===== config.mk =====
export PLATFORM = sky130hd
export DESIGN_NAME = lives_bar
export DESIGN_NICKNAME = d
export VERILOG_FILES = /design/src/rtl/lives_pkg.sv /design/src/rtl/lives_fsm.sv /design/src/rtl/lives_bar.sv
export SDC_FILE = /design/constraint.sdc
export NUM_CORES = 1
export LEC_CHECK = 0
export CAP_MARGIN = 40
export CELL_PAD_IN_SITES_DETAIL_PLACEMENT = 0
export CELL_PAD_IN_SITES_GLOBAL_PLACEMENT = 1
export CORE_ASPECT_RATIO = 0.5
export CORE_UTILIZATION = 43
export DETAILED_ROUTE_END_ITERATION = 16
export GPL_ROUTABILITY_DRIVEN = 0
export PLACE_DENSITY = 0.89
export SKIP_LAST_GASP = 1
export SYNTH_ARGS = -nofsm -noshare
export SYNTH_HDL_FRONTEND = slang
export SYNTH_HIERARCHICAL = 1
export SYNTH_SLANG_ARGS = --single-unit
export TNS_END_PERCENT = 50

===== constraint.sdc =====
create_clock -name clk -period 5.7 [get_ports clk]
set_input_delay 0.57 -clock clk [delete_from_list [all_inputs] [get_ports clk]]
set_output_delay 0.57 -clock clk [all_outputs]
set_load 0.02 [all_outputs]

===== src/rtl/lives_pkg.sv =====
// Shared types and default geometry for the life-icon bar.
package lives_pkg;

    localparam int LIVES_W = 3;
    localparam int COORD_W = 11;

    localparam int DEF_TOP_LEFT_X   = 16;
    localparam int DEF_TOP_LEFT_Y   = 8;
    localparam int DEF_ICON_W       = 25;
    localparam int DEF_ICON_H       = 25;
    localparam int DEF_ICON_GAP     = 4;
    localparam int DEF_MAX_LIVES    = 5;
    localparam int DEF_INIT_LIVES   = 3;
    localparam int DEF_BLINK_FRAMES = 60;
    localparam int DEF_BLINK_PERIOD = 8;

    typedef enum logic [1:0] {
        ST_PLAYING   = 2'd0,
        ST_GRACE     = 2'd1,
        ST_GAME_OVER = 2'd2
    } state_t;

endpackage


===== src/rtl/lives_fsm.sv =====
// Lives counter, post-hit grace timer and blink phase.
// With LIVES_LAST_LIFE_FLASH_EN the phase also free-runs in PLAYING.
module lives_fsm
    import lives_pkg::*;
#(
    parameter int MAX_LIVES    = DEF_MAX_LIVES,
    parameter int INIT_LIVES   = DEF_INIT_LIVES,
    parameter int BLINK_FRAMES = DEF_BLINK_FRAMES,
    parameter int BLINK_PERIOD = DEF_BLINK_PERIOD
) (
    input  logic               clk,
    input  logic               reset,
    input  logic               startOfFrame,
    input  logic               lifeLost,
    input  logic               lifeGained,
    input  logic               newGame,
    output logic [LIVES_W-1:0] livesCount,
    output state_t             state,
    output logic               phase,
    output logic               gameOver
);

    localparam int BLK_W = $clog2(BLINK_FRAMES + 1);
    localparam int PH_W  = (BLINK_PERIOD > 1) ? $clog2(BLINK_PERIOD) : 1;

    logic [LIVES_W-1:0] r_lives;
    state_t             r_state;
    logic [BLK_W-1:0]   r_blink_cnt;
    logic [PH_W-1:0]    r_phase_cnt;
    logic               r_phase;
    logic               r_game_over;

    logic               w_lost_only;
    logic               w_gain_only;
    logic               w_phase_wrap;
    logic [PH_W-1:0]    w_phase_cnt_nxt;
    logic               w_phase_nxt;
    logic [LIVES_W-1:0] w_lives_inc;

    assign w_lost_only     = lifeLost & ~lifeGained;
    assign w_gain_only     = lifeGained & ~lifeLost;
    assign w_phase_wrap    = (r_phase_cnt == PH_W'(BLINK_PERIOD - 1));
    assign w_phase_cnt_nxt = w_phase_wrap ? '0 : r_phase_cnt + PH_W'(1);
    assign w_phase_nxt     = r_phase ^ w_phase_wrap;
    assign w_lives_inc     = (r_lives < LIVES_W'(MAX_LIVES)) ? r_lives + LIVES_W'(1) : r_lives;

    always_ff @(posedge clk or posedge reset) begin
        if (reset) begin
            r_lives     <= LIVES_W'(INIT_LIVES);
            r_state     <= ST_PLAYING;
            r_blink_cnt <= '0;
            r_phase_cnt <= '0;
            r_phase     <= 1'b0;
            r_game_over <= 1'b0;
        end else if (newGame) begin
            r_lives     <= LIVES_W'(INIT_LIVES);
            r_state     <= ST_PLAYING;
            r_blink_cnt <= '0;
            r_phase_cnt <= '0;
            r_phase     <= 1'b0;
            r_game_over <= 1'b0;
        end else begin
            case (r_state)
                ST_PLAYING: begin
`ifdef LIVES_LAST_LIFE_FLASH_EN
                    if (startOfFrame) begin
                        r_phase_cnt <= w_phase_cnt_nxt;
                        r_phase     <= w_phase_nxt;
                    end
`endif
                    // Hit handling is placed last so it overrides the free-running phase.
                    if (w_lost_only) begin
                        if (r_lives > LIVES_W'(1)) begin
                            r_lives     <= r_lives - LIVES_W'(1);
                            r_state     <= ST_GRACE;
                            r_blink_cnt <= BLK_W'(BLINK_FRAMES);
                            r_phase_cnt <= '0;
                            r_phase     <= 1'b0;
                        end else begin
                            r_lives     <= '0;
                            r_state     <= ST_GAME_OVER;
                            r_game_over <= 1'b1;
                        end
                    end else if (w_gain_only) begin
                        r_lives <= w_lives_inc;
                    end
                end
                ST_GRACE: begin
                    if (w_gain_only) begin
                        r_lives <= w_lives_inc;
                    end
                    if (startOfFrame) begin
                        if (r_blink_cnt <= BLK_W'(1)) begin
                            r_blink_cnt <= '0;
                            r_state     <= ST_PLAYING;
                            r_phase_cnt <= '0;
                            r_phase     <= 1'b0;
                        end else begin
                            r_blink_cnt <= r_blink_cnt - BLK_W'(1);
                            r_phase_cnt <= w_phase_cnt_nxt;
                            r_phase     <= w_phase_nxt;
                        end
                    end
                end
                ST_GAME_OVER: begin
                end
                default: r_state <= ST_PLAYING;
            endcase
        end
    end

    assign livesCount = r_lives;
    assign state      = r_state;
    assign phase      = r_phase;
    assign gameOver   = r_game_over;

endmodule


===== src/rtl/lives_bar.sv =====
// Life-icon bar: maps the scan pixel onto visible icon slots and registers the offsets.
// Optional LIVES_LAST_LIFE_FLASH_EN blinks slot 0 while on the last life.
module lives_bar
    import lives_pkg::*;
#(
    parameter int TOP_LEFT_X   = DEF_TOP_LEFT_X,
    parameter int TOP_LEFT_Y   = DEF_TOP_LEFT_Y,
    parameter int ICON_W       = DEF_ICON_W,
    parameter int ICON_H       = DEF_ICON_H,
    parameter int ICON_GAP     = DEF_ICON_GAP,
    parameter int MAX_LIVES    = DEF_MAX_LIVES,
    parameter int INIT_LIVES   = DEF_INIT_LIVES,
    parameter int BLINK_FRAMES = DEF_BLINK_FRAMES,
    parameter int BLINK_PERIOD = DEF_BLINK_PERIOD
) (
    input  logic               clk,
    input  logic               reset,
    input  logic               startOfFrame,
    input  logic [COORD_W-1:0] pixelX,
    input  logic [COORD_W-1:0] pixelY,
    input  logic               lifeLost,
    input  logic               lifeGained,
    input  logic               newGame,
    output logic [COORD_W-1:0] offsetX,
    output logic [COORD_W-1:0] offsetY,
    output logic               InsideRectangle,
    output logic [LIVES_W-1:0] livesCount,
    output logic               gameOver
);

    localparam logic [COORD_W-1:0] Y_TOP = COORD_W'(TOP_LEFT_Y);
    localparam logic [COORD_W-1:0] Y_BOT = COORD_W'(TOP_LEFT_Y + ICON_H - 1);

    logic [LIVES_W-1:0] w_lives;
    state_t             w_state;
    logic               w_phase;
    logic               w_in_y;
    logic               w_dim_slot0;
    logic [MAX_LIVES-1:0] w_hit;
    logic [COORD_W-1:0] w_offx [MAX_LIVES];
    logic [COORD_W-1:0] w_offx_sel;

    logic [COORD_W-1:0] r_offset_x;
    logic [COORD_W-1:0] r_offset_y;
    logic               r_inside;

    lives_fsm #(
        .MAX_LIVES    (MAX_LIVES),
        .INIT_LIVES   (INIT_LIVES),
        .BLINK_FRAMES (BLINK_FRAMES),
        .BLINK_PERIOD (BLINK_PERIOD)
    ) u_fsm (
        .clk          (clk),
        .reset        (reset),
        .startOfFrame (startOfFrame),
        .lifeLost     (lifeLost),
        .lifeGained   (lifeGained),
        .newGame      (newGame),
        .livesCount   (w_lives),
        .state        (w_state),
        .phase        (w_phase),
        .gameOver     (gameOver)
    );

    assign livesCount = w_lives;
    assign w_in_y     = (pixelY >= Y_TOP) && (pixelY <= Y_BOT);

`ifdef LIVES_LAST_LIFE_FLASH_EN
    assign w_dim_slot0 = (w_state == ST_PLAYING) && (w_lives == LIVES_W'(1)) && !w_phase;
`else
    assign w_dim_slot0 = 1'b0;
`endif

    // Slot edges are elaboration-time constants; only compares remain in hardware.
    for (genvar i = 0; i < MAX_LIVES; i++) begin : g_slot
        localparam logic [COORD_W-1:0] X_L = COORD_W'(TOP_LEFT_X + i * (ICON_W + ICON_GAP));
        localparam logic [COORD_W-1:0] X_R = COORD_W'(TOP_LEFT_X + i * (ICON_W + ICON_GAP) + ICON_W - 1);
        logic w_vis;
        assign w_vis = ((LIVES_W'(i) < w_lives) ||
                        ((w_state == ST_GRACE) && (LIVES_W'(i) == w_lives) && w_phase)) &&
                       !((i == 0) && w_dim_slot0);
        assign w_hit[i]  = w_vis && w_in_y && (pixelX >= X_L) && (pixelX <= X_R);
        assign w_offx[i] = w_hit[i] ? (pixelX - X_L) : '0;
    end

    always_comb begin
        w_offx_sel = '0;
        for (int i = 0; i < MAX_LIVES; i++) begin
            w_offx_sel = w_offx_sel | w_offx[i];
        end
    end

    always_ff @(posedge clk or posedge reset) begin
        if (reset) begin
            r_inside   <= 1'b0;
            r_offset_x <= '0;
            r_offset_y <= '0;
        end else begin
            r_inside   <= |w_hit;
            r_offset_x <= w_offx_sel;
            r_offset_y <= (|w_hit) ? (pixelY - Y_TOP) : '0;
        end
    end

    assign InsideRectangle = r_inside;
    assign offsetX         = r_offset_x;
    assign offsetY         = r_offset_y;

endmodule

==> results.txt, run 1 <==
DP HPWL: 6.06 mm
Max-slew violations: 0
Initial Util: 44.7%
Period utilisation layout: 58.0%
Leading cell type in the layout, fill and taps excluded: clkdlybuf4s50_1
Final cell count without fillers: 490
Tightest Pin Transition: 0.885 ns
Post-Syn Nets: 399
Die height: 61.0 µm
Initial antenna violation count: 0
Most frequent cells in the layout: clkdlybuf4s50_1, dfrtp_1, nor2_1, nand2_1, ha_1
Multi-input logic area: 1870 µm²
Synth Instances: 345
Synth warn: 6
CTS buffer count: 5
Post-synthesis sequential area ratio: 32.7%
FF+latch count, synth: 39
IO Pins: 55
Vias in the first global route: 2763
Ranking of synthesized cells by area: dfrtp_1, ha_1, nor2_1
# hold bufs at CTS: 0
Total Power: 0.832 mW
Routed WL: 8.19 mm
Crit path cell chain: clkdlybuf4s50_1 > inv_1 > ha_1 > nand4_1 > a2111oi_4 > inv_2 > o21ai_0 > a21oi_1 > o21ai_0
Yosys cell types: 66
Most common flop cell mapped by yosys: dfrtp_1
DR vias/cell: 5.95
Clock Skew: 0.00624 ns
Post-DRT Antenna Nets: 0
Row Count: 21
Total GRT Usage: 23.5%
Avg Cell Area, Syn: 8.68 µm²
CP arrival: 3.50 ns
Worst Path Buf+Inv: 3
Post-synth design cell area: 2990 µm²
First-pass GRT wire length: 13.3 mm
Post-route minimum period: 3.30 ns
Final Util: 56.7%
Worst Setup End Kind: flip-flop
Final Hold Viols: 0
ANT cells: 0
Drt wl/cell: 16.7 µm
Critical path class: input pin to flip-flop
Share of layout cells above drive strength 1: 7.04%
PortBufs: 54
Clk buf depth: 2
Post-CTS setup buffers: 0
Largest net degree at the start of global routing: 22
Clock transition at path regs: 0.06 ns
Max transition margin: 40.4%
CTS root buf: clkbuf_16
FFs w/ async S/R, synth: 100%
RSZ-0062 raised after global routing: no
Startpoint Class: input pin
Top cell type's share of synthesized area: 30.9%
Iteration-0 DRC Markers: 207
Via count: 2917
CP most frequent cell: o21ai_0
Register area: 978 µm²
Final net count: 451
# DRC: 0
CP max-delay cell: a2111oi_4
Crit-path max cell delay: 0.69 ns
Biggest area consumer among synthesized cells: dfrtp_1
Fmax: 303 MHz
Die area: 7320 µm²
Place WS: 2.19 ns
Post-CTS resize count: 0
CP required: 5.90 ns
Placed Instances: 482
Gr ovfl total: 0
Die Width: 120 µm
CP top delay family: compound AO/OA/AOI/OAI gates
Clock H-tree levels: 2
Peak VDD IR: 0.000111 V
Final WS setup: 2.40 ns
CTS tree: done
Setup Total Neg Slack: 0 ns
Post-synth EDFFs: 0
P per Cell Area: 219 nW/µm²
Placeable Area: 6700 µm²
Worst skew pair latency: 0.28 ns
Hold Crit Class: flip-flop to flip-flop
FILL cells: 582
Max cap viols: 0
Clock sinks: 39
Status: finished clean
Crit Path Max Fanout: 12
# setup viols final: 0
Syn-to-layout area delta: 26.9%
Leak: 1.59 nW
First drt pass iteration count: 5
-- through the flow --
| step | area [µm²] | hold slack, ns |
|---|---|---|
| floorplan | 2990 | 0.443 |
| global placement | 3580 | 0.468 |
| detailed placement | 3620 | 0.477 |
| CTS | 3800 | 0.489 |
| global route | 3800 | 0.525 |
| finish | 3800 | 0.490 |
-- state kept, by name, summed over array words and instances (netlist names) --
| signal | cells |
|---|---|
| u_fsm/livesCount | 3 |
| InsideRectangle | 1 |
| u_fsm/r_blink_cnt | 6 |
| u_fsm/gameOver | 1 |
| u_fsm/r_phase_cnt | 3 |
| offsetY | 11 |
| offsetX | 11 |
| u_fsm/state | 2 |
| u_fsm/phase | 1 |
-- worst paths after layout --
kind / end / slack [ns] / cells after the start / startpoint
worst min register to register: u_fsm/phase / 0.49 / 1 / u_fsm/phase
worst min-delay path: u_fsm/phase / 0.49 / 1 / u_fsm/phase
worst max-delay path: offsetX[8] / 2.40 / 9 / pixelX[4]
worst max register to register: offsetY[1] / 3.33 / 7 / u_fsm/state[1]
max in group asynchronous: u_fsm/phase / 4.58 / 2 / reset
min in group asynchronous: offsetY[4] / 0.51 / 2 / reset
-- where the power goes --
group | internal (mW) | switching, mW | leakage (nW)
sequential | 0.288 | 0.0185 | 0.533
clock | 0.220 | 0.114 | 0.0875
combinational | 0.0806 | 0.111 | 0.966
-- synthesized netlist by cell type (3+ instances only) --
cell / instances
buf_6: 3
o21ai_0: 19
buf_2: 3
nor4_1: 5
clkbuf_1: 5
o31ai_1: 3
xor2_1: 4
nand3_1: 7
a22oi_1: 3
a211oi_1: 5
ha_1: 26
inv_1: 21
a31oi_1: 10
nor2b_1: 9
and2_1: 4
nor3_1: 12
nor2_1: 31
o21ai_1: 10
a21oi_1: 19
nand4_1: 4
dfrtp_1: 37
or3_1: 5
o211ai_1: 4
xnor2_1: 4
nand2b_1: 3
a21o_1: 6
nor3b_1: 3
nand2_1: 27
-- final cells by class --
class	instances	area share, %
Multi-Input combinational cell	273	49.1
Timing Repair Buffer	56	15.3
Clock buffer	6	3.66
Inverter	22	2.17
Tap cell	92	3.03
Sequential cell	39	25.8
Clock inverter	2	1.02
-- metal layers --
| metal | vias up | track usage (%) | part of all wire [%] |
|---|---|---|---|
| met2 | 113 | 41.0 | 48 |
| met1 | 1402 | 29.2 | 43 |
| li1 | 1381 | - | - |
| met5 | - | 0 | 0 |
| met3 | 21 | 6.30 | 7.0 |
| met4 | 0 | 7.50 | 1.8 |
-- logic make-up (layout without fill, tap and decap cells) --
family          after synthesis  count (layout)  synth area share (%)
compound gates              108             108                  25.4
xor+xnor                      8               8                  2.34
fa+ha+maj                    26              26                  10.9
buf+inv                      33              86                  5.01
flops                        39              39                  32.7
mux                           2               2                 0.669
simple gates                129             129                  23.0
(Power assumes the default switching activity.)
==> run 2: changes to the inputs <==
CORE_UTILIZATION = 40   (was 43)
PLACE_DENSITY = 0.84   (was 0.89)
clock period = 3.2 ns   (was 5.7 ns; I/O delays follow)
==> run 2 against run 1 <==
Effect of this change: flip-flop and latch count unchanged; register-to-register slack got worse by 2.4 ns; non-clock buffer count increased by 22; worst hold slack got worse by 0.21 ns; critical endpoint unchanged; highest routed layer unchanged.
==> results.txt, run 2 (same netlist as run 1, synthesis figures left out) <==
Critical path class: input pin to flip-flop (unchanged)
Grt met1 use: 26.1% (was 29.2%)
Crit Path Max Fanout: 10 (was 12)
Die Width: 124 µm (was 120 µm)
Final Hold Viols: 0 (unchanged)
Die height: 63.2 µm (was 61.0 µm)
CP arrival: 2.94 ns (was 3.50 ns)
Largest net degree at the start of global routing: 22 (unchanged)
Final net count: 473 (was 451)
Post-DRT Antenna Nets: 0 (unchanged)
Clock Skew: 0.00418 ns (was 0.00624 ns)
Worst Setup End Kind: flip-flop (unchanged)
Post-route minimum period: 2.75 ns
Clock transition at path regs: 0.06 ns (about the same)
Leak: 1.69 nW (was 1.59 nW)
Post-CTS setup buffers: 0 (unchanged)
Multi-input logic area: 1870 µm² (unchanged)
Clock H-tree levels: 2 (unchanged)
# setup viols final: 0 (unchanged)
Routed WL: 8.14 mm (was 8.19 mm)
Max transition margin: 57.6% (was 40.4%)
Status: finished clean (unchanged)
Period utilisation layout: 86.0%
Vias in the first global route: 2788 (was 2763)
Hold Crit Class: input pin to asynchronous set/reset pin (was flip-flop to flip-flop)
Worst Reg-to-Reg Cells: 7 (unchanged)
Met2 Track Usage GR: 36.3% (was 41.0%)
CP required: 3.39 ns (was 5.90 ns)
DP HPWL: 6.38 mm (was 6.06 mm)
IO Pins: 55 (unchanged)
DR vias/cell: 5.71 (was 5.95)
First-pass GRT wire length: 13.6 mm (was 13.3 mm)
Startpoint Class: input pin (unchanged)
Most frequent cells in the layout: clkdlybuf4s50_1, dfrtp_1, nor2_1, nand2_1, ha_1 (unchanged)
Hold Worst Slack: 0.284 ns (was 0.490 ns)
Worst skew pair latency: 0.28 ns (about the same)
PortBufs: 54 (unchanged)
Setup Total Neg Slack: 0 ns (unchanged)
Layer carrying the most global-route usage: met2 (unchanged)
Row Count: 21 (unchanged)
Drt wl/cell: 15.9 µm (was 16.7 µm)
Met3 usage: 6.71% (was 6.30%)
ANT cells: 0 (unchanged)
Fmax: 363 MHz
CTS tree: done (unchanged)
Peak VDD IR: 0.000208 V (was 0.000111 V)
FILL cells: 600 (was 582)
Share of layout cells above drive strength 1: 11.9% (was 7.04%)
CTS buffer count: 5 (unchanged)
Crit-path max cell delay: 0.59 ns (was 0.69 ns)
CP most frequent cell: o21ai_0 (unchanged)
Post-route cell area: 3950 µm² (was 3800 µm²)
Crit path cell chain: clkdlybuf4s50_1 > inv_1 > ha_1 > nand4_1 > a2111oi_4 > buf_4 > inv_2 > o21ai_0 > a21oi_1 > o21ai_0 (was clkdlybuf4s50_1 > inv_1 > ha_1 > nand4_1 > a2111oi_4 > inv_2 > o21ai_0 > a21oi_1 > o21ai_0)
Post-DP Area: 3780 µm² (was 3620 µm²)
Gr ovfl total: 0 (unchanged)
Iteration-0 DRC Markers: 154 (was 207)
Max cap viols: 0 (unchanged)
# DRC: 0 (unchanged)
Register area: 978 µm² (unchanged)
Post-CTS resize count: 0 (unchanged)
CTS root buf: clkbuf_16 (unchanged)
Via count: 2922 (was 2917)
Clock sinks: 39 (unchanged)
Total GRT Usage: 21.7% (was 23.5%)
P per Cell Area: 369 nW/µm² (was 219 nW/µm²)
RSZ-0062 raised after global routing: no (unchanged)
Tightest Pin Transition: 0.635 ns (was 0.885 ns)
Initial Util: 43.0% (was 44.7%)
Leading cell type in the layout, fill and taps excluded: clkdlybuf4s50_1 (unchanged)
Initial antenna violation count: 0 (unchanged)
First drt pass iteration count: 5 (unchanged)
CP max-delay cell: clkdlybuf4s50_1 (was a2111oi_4)
# hold bufs at CTS: 0 (unchanged)
Max-slew violations: 0 (unchanged)
Die area: 7860 µm² (was 7320 µm²)
Placeable Area: 6960 µm² (was 6700 µm²)
Clk buf depth: 2 (unchanged)
Syn-to-layout area delta: 32.0% (was 26.9%)
-- run 2: cell types whose count changed in the layout (fill, tap and decap cells not counted), sizes merged --
cell / before / now
buf: 1 / 24
clkbuf: 6 / 5
clkdlybuf4s15: 1 / 0
clkinv: 0 / 2
inv: 23 / 22
-- run 2: per-layer routing --
metal / wire (µm) / vias up
li1: - / 1419
met1: 3630 / 1413
met5: 0 / -
met3: 402 / 16
met2: 3930 / 74
met4: 174 / 0
-- run 2: cell type report --
class / count / area share, %
inverter: 22 / 2.09
timing repair buffer: 78 / 18.7
sequential: 39 / 24.8
tap: 92 / 2.91
clock inverter: 3 / 1.11
clock buffer: 5 / 3.17
multi-input combinational: 273 / 47.2
-- run 2: worst paths after layout --
path                                       from                    to  slack, ns
max in group asynchronous                 reset   u_fsm/livesCount[2]       2.32
max reg2reg                      u_fsm/state[1]            offsetX[2]       0.96
max                                   pixelX[4]            offsetX[8]       0.45
min                                       reset            offsetY[4]       0.28
min reg2reg                u_fsm/r_phase_cnt[1]  u_fsm/r_phase_cnt[1]       0.49
min in group clk           u_fsm/r_phase_cnt[1]  u_fsm/r_phase_cnt[1]       0.49
-- run 2: stage by stage --
| step | std cells | util [%] | power, mW | setup slack, ns |
|---|---|---|---|---|
| global placement | 503 | 53.9 | 0.890 | 0.245 |
| detailed placement | 504 | 54.3 | 0.902 | 0.292 |
| finish | 512 | 56.7 | 1.46 | 0.448 |
| floorplan | 345 | - | 0.767 | 0.965 |
| global route | 512 | 56.7 | 1.54 | 0.354 |
| CTS | 512 | 56.7 | 1.47 | 0.565 |
-- run 2: where the power goes --
part / internal [mW] / switching, mW / total, mW / leakage (nW)
clock network: 0.367 / 0.192 / 0.559 / 0.0838
registers: 0.513 / 0.0317 / 0.545 / 0.533
logic: 0.158 / 0.195 / 0.353 / 1.08
total: 1.04 / 0.418 / 1.46 / 1.69
-- run 2: worst max-delay path, delay by kind of cell --
| kind | cells | cell delay (ns) |
|---|---|---|
| and+or+nand+nor | 1 | 0.19 |
| adders and majority gates | 1 | 0.35 |
| buffers and inverters | 4 | 1.15 |
| AOI/OAI and AO/OA | 4 | 0.93 |
